==> config.mk <==
export PLATFORM = sky130hd
export DESIGN_NAME = d_trig_reg_arbiter
export DESIGN_NICKNAME = d
export VERILOG_FILES = /design/src/rtl/d_trig_reg_arbiter.sv
export SDC_FILE = /design/constraint.sdc
export NUM_CORES = 1
export LEC_CHECK = 0
export ABC_AREA = 1
export CORE_UTILIZATION = 47
export CTS_CLUSTER_SIZE = 10
export DETAILED_ROUTE_END_ITERATION = 7
export HOLD_SLACK_MARGIN = 0.06
export PLACE_DENSITY_LB_ADDON = 0.15
export SYNTH_ARGS = -nofsm -noshare
export SYNTH_HDL_FRONTEND = slang
export SYNTH_SLANG_ARGS = --single-unit
==> constraint.sdc <==
create_clock -name C -period 2.1 [get_ports C]
set_input_delay 0.525 -clock C [delete_from_list [all_inputs] [get_ports C]]
set_output_delay 0.525 -clock C [all_outputs]
set_load 0.05 [all_outputs]
==> src/rtl/d_trig_reg_arbiter.sv <==
// Round-robin write arbiter feeding one shared clear-value register.
// A locked owner keeps the register for up to MAX_HOLD grant cycles before forced eviction.
module d_trig_reg_arbiter #(
    parameter int                NREQ      = 4,
    parameter int                WIDTH     = 8,
    parameter logic [WIDTH-1:0]  CLEAR_VAL = 8'hA5,
    parameter int                MAX_HOLD  = 4
) (
    input  logic                     C,
    input  logic                     CLR,
    input  logic [NREQ-1:0]          req,
    input  logic [NREQ-1:0]          lock,
    input  logic [NREQ*WIDTH-1:0]    data,
    input  logic                     sclr,
    output logic [NREQ-1:0]          gnt,
    output logic [$clog2(NREQ)-1:0]  owner,
    output logic                     busy,
    output logic                     evict,
    output logic [WIDTH-1:0]         Q,
    output logic [WIDTH-1:0]         notQ
);

    localparam int OW = $clog2(NREQ);
    localparam int HW = $clog2(MAX_HOLD + 1);

    typedef enum logic {IDLE, OWN} state_t;

    state_t            state_q, state_d;
    logic [NREQ-1:0]   gnt_q, gnt_d;
    logic [OW-1:0]     owner_q, owner_d;
    logic [OW-1:0]     ptr_q, ptr_d;
    logic [HW-1:0]     hold_q, hold_d;
    logic              busy_q, busy_d;
    logic              evict_q, evict_d;
    logic [WIDTH-1:0]  q_q, q_d;

    logic [WIDTH-1:0]  data_arr [NREQ];
    logic              found;
    logic [OW-1:0]     win;
    logic [OW-1:0]     cand;
    int                idx;

    for (genvar i = 0; i < NREQ; i++) begin : g_unpack
        assign data_arr[i] = data[i*WIDTH +: WIDTH];
    end

    // Search starts at ptr and wraps with an explicit compare so non-power-of-2 NREQ works.
    always_comb begin
        found = 1'b0;
        win   = '0;
        cand  = '0;
        idx   = 0;
        for (int k = 0; k < NREQ; k++) begin
            idx = int'(ptr_q) + k;
            if (idx >= NREQ) idx = idx - NREQ;
            cand = OW'(idx);
            if (!found && req[cand]) begin
                found = 1'b1;
                win   = cand;
            end
        end
    end

    always_comb begin
        state_d = state_q;
        gnt_d   = gnt_q;
        owner_d = owner_q;
        ptr_d   = ptr_q;
        hold_d  = hold_q;
        busy_d  = busy_q;
        evict_d = 1'b0;
        q_d     = q_q;
        case (state_q)
            IDLE: begin
                if (sclr) begin
                    q_d   = CLEAR_VAL;
                    gnt_d = '0;
                end else if (found) begin
                    gnt_d      = '0;
                    gnt_d[win] = 1'b1;
                    owner_d    = win;
                    q_d        = data_arr[win];
                    ptr_d      = (win == OW'(NREQ - 1)) ? '0 : win + OW'(1);
                    if (lock[win]) begin
                        state_d = OWN;
                        hold_d  = HW'(1);
                        busy_d  = 1'b1;
                    end
                end else begin
                    gnt_d = '0;
                end
            end
            OWN: begin
                if (sclr) begin
                    q_d     = CLEAR_VAL;
                    gnt_d   = '0;
                    busy_d  = 1'b0;
                    hold_d  = '0;
                    state_d = IDLE;
                end else if (!lock[owner_q] || !req[owner_q]) begin
                    gnt_d   = '0;
                    busy_d  = 1'b0;
                    hold_d  = '0;
                    state_d = IDLE;
                end else if (hold_q == HW'(MAX_HOLD)) begin
                    gnt_d   = '0;
                    busy_d  = 1'b0;
                    evict_d = 1'b1;
                    hold_d  = '0;
                    state_d = IDLE;
                end else begin
                    q_d    = data_arr[owner_q];
                    hold_d = hold_q + HW'(1);
                end
            end
            default: state_d = IDLE;
        endcase
    end

    always_ff @(posedge C or posedge CLR) begin
        if (CLR) begin
            state_q <= IDLE;
            gnt_q   <= '0;
            owner_q <= '0;
            ptr_q   <= '0;
            hold_q  <= '0;
            busy_q  <= 1'b0;
            evict_q <= 1'b0;
            q_q     <= CLEAR_VAL;
        end else begin
            state_q <= state_d;
            gnt_q   <= gnt_d;
            owner_q <= owner_d;
            ptr_q   <= ptr_d;
            hold_q  <= hold_d;
            busy_q  <= busy_d;
            evict_q <= evict_d;
            q_q     <= q_d;
        end
    end

    assign gnt   = gnt_q;
    assign owner = owner_q;
    assign busy  = busy_q;
    assign evict = evict_q;
    assign Q     = q_q;
    assign notQ  = ~q_q;

endmodule
==> qor.yml <==
pre_cts_slack_ns: -0.324
clock_latency_ns: 0.26
core_um2: 4120
hpwl_mm: 4.47
cp_slowest_cell: "clkdlybuf4s50_1"
fp-row-count: 23
grt_pass1_wl_mm: 9.23
cts_sinks: 22
synthArstFlopShare_pct: 100
crit_buf_inv: 1
fin_crit_ns: 2.02
use_met3_pct: 4.67
cp_max_fo: 3
yosysWarningCount: 0
synth_area_leaders: "dfrtp_1 (22%), nand2_1 (18%), inv_1 (11%), nand3_1 (9.2%), o21ai_0 (5.6%)"
grt_use_met1_pct: 33.2
antenna_cells: 0
powerDensity_nw_per_um2: 1890
status: "completed"
p_leak_nw: 1.69
setup_viol: 0
layout-drive-gt1-share_pct: 18.5
critPathRequiredTime_ns: 1.57
viasPerCell: 5.18
fin_total_pwr_mw: 5.78
detail-route-antenna-nets: 0
synth_top_area_share_pct: 21.8
portBuffers: 66
layout.nets: 471
use_met2_pct: 45.6
ys_seq_elements: 22
synth_nets: 386
min_period_over_period_pct: 96.0
initial_utilization_pct: 50.3
synth.most_common_cell: "nand2_1"
crit_path_max_incr_delay_ns: 0.82
clkTransAtPathRegs_ns: 0.08
slew_headroom_pct: 66.6
maxSlewViolCount: 0
grt.total_usage_pct: 26.3
cts_max_level: 1
drt_wl_total_mm: 5.87
ys_seq_area_share_pct: 26.9
clock_path_buffers: 2
synth-main-ff-cell: "dfrtp_1"
grt.busiest_layer: "met2"
cts_buffers: 3
route.vias.total: 2438
multi_input_area_um2: 1220
netlist_area_um2: 2070
skew_ns: 0.00200
antenna_found_initial: 0
drc: 0
vdd_drop_max_mv: 1.12
root_buffer: "clkbuf_8"
synth_commonest_cells: "nand2_1 (100), inv_1 (58), nand3_1 (38), o21ai_0 (23), dfrtp_1 (18)"
setup_ws_ns: 0.0842
die-height_um: 68.3
grt_max_degree: 23
drt_iter0_markers: 181
maxCapViolCount: 0
end_kind: "output pin"
final_cell_area_um2: 3060
start_kind: "flip-flop"
criticalPathCategory: "flip-flop to output pin"
boundaryPins: 67
worst_pin_slew_ns: 0.499
postCtsHoldBufs: 0
regArea_um2: 558
tns_ns: 0
path_delay_family: "buffers and inverters"
cts_tree: "built"
min_path_type: "flip-flop to flip-flop"
placed_cell_area_um2: 2920
hold_viol: 0
grt_overflow_total: 0
place_congestion: 0.877
die-area_um2: 4670
synth.distinct_cells: 28
synth-edff-count: 0
grt_pass1_vias: 2121
wire_per_inst_um: 12.5
yosysTopAreaCell: "dfrtp_1"
synth_cells: 337
layout-area-overhead-vs-synth_pct: 48.1
arrival_ns: 1.49
die_x_um: 68.3
worstPathCellList: "clkdlybuf4s50_1"
fmax_ghz: 0.496
postSynthAreaPerCell_um2: 6.14
num-fill-cells: 339
dr.pass1.iters: 4
-- kinds of logic after synthesis --
family / synth area share [%]
and+or+nand+nor: 39.9
buffers and inverters: 15.5
DFF: 26.9
xor gates and xnor gates: 0.424
AOI/OAI and AO/OA: 13.7
adders and majority gates: 3.63
-- repair_timing --
| action | CTS | global route |
|---|---|---|
| resized for setup | 3 | 17 |
| setup endpoints to repair | 9 | 25 |
| setup buffers | 0 | 2 |
| pin swaps | 2 | 8 |
| endpoints found under the hold margin | 0 | 0 |
-- per-stage QoR --
stage	instances	hold WS (ns)	utilization [%]
finish	471	0.480	74.4
global route	471	0.500	74.4
CTS	469	0.483	73.0
detailed placement	465	0.469	71.0
global placement	465	0.467	71.0
floorplan	337	0.494	-
-- sequential cells by signal (all words and copies together) (netlist names) --
signal / cells
Q: 8
gnt: 4
hold_q: 3
owner: 2
ptr_q: 2
busy: 1
evict: 1
state_q: 1
-- path summary, 6_finish.rpt --
path / startpoint / end / slack [ns] / cells after the start
setup / recovery: Q[1] / Q[1] / 0.08 / 1
hold / removal: Q[0] / Q[0] / 0.48 / 2
setup reg to reg: ptr_q[0] / ptr_q[1] / 0.11 / 12
hold reg to reg: Q[0] / Q[0] / 0.48 / 2
max in group asynchronous: CLR / Q[7] / 1.23 / 3
min in group asynchronous: CLR / evict / 0.59 / 3
-- cell usage in the layout (no fill, tap or decap) --
cell and n:
nand3_4 2, nand2_2 7, dlymetal6s2s_1 8, o21bai_1 1, nand2_1 100, a31oi_1 4, o21ai_0 23, inv_1 55
buf_4 33, nand3_2 7, buf_12 4, dfstp_2 4, nor2_2 2, nor2_1 14, inv_4 1, xor2_1 1
nor3_1 4, ha_1 6, inv_2 5, clkdlybuf4s50_1 48, dfrtp_1 16, a21oi_2 4, nand4_1 11, bufinv_16 1
nand3_1 32, or2_2 1, a21oi_1 17, o21ai_1 3, nor2_4 1, inv_6 1, clkbuf_8 3, dfrtp_2 2
-- layout make-up --
cell class                 instances  share of cell area [%]
clock buffer                       3                    1.35
clock inverter                     1                   0.980
inverter                          62                    7.84
multi-input combinational        240                    39.9
sequential                        22                    18.2
tap                               50                    2.04
timing repair buffer              93                    29.7
-- metal layers --
layer  vias up  part of all wire [%]
li1       1237                     -
met3        10                   6.3
met5         -                     0
met1      1099                    45
met4         0                   1.4
met2        92                    47
-- report_power, final --
part / switching, mW / internal [mW] / total [mW]
clock network: 0.144 / 0.255 / 0.399
logic: 2.76 / 1.77 / 4.53
registers: 0.209 / 0.638 / 0.848
total: 3.11 / 2.67 / 5.78
Note: power is estimated with default switching activity, not from simulation.
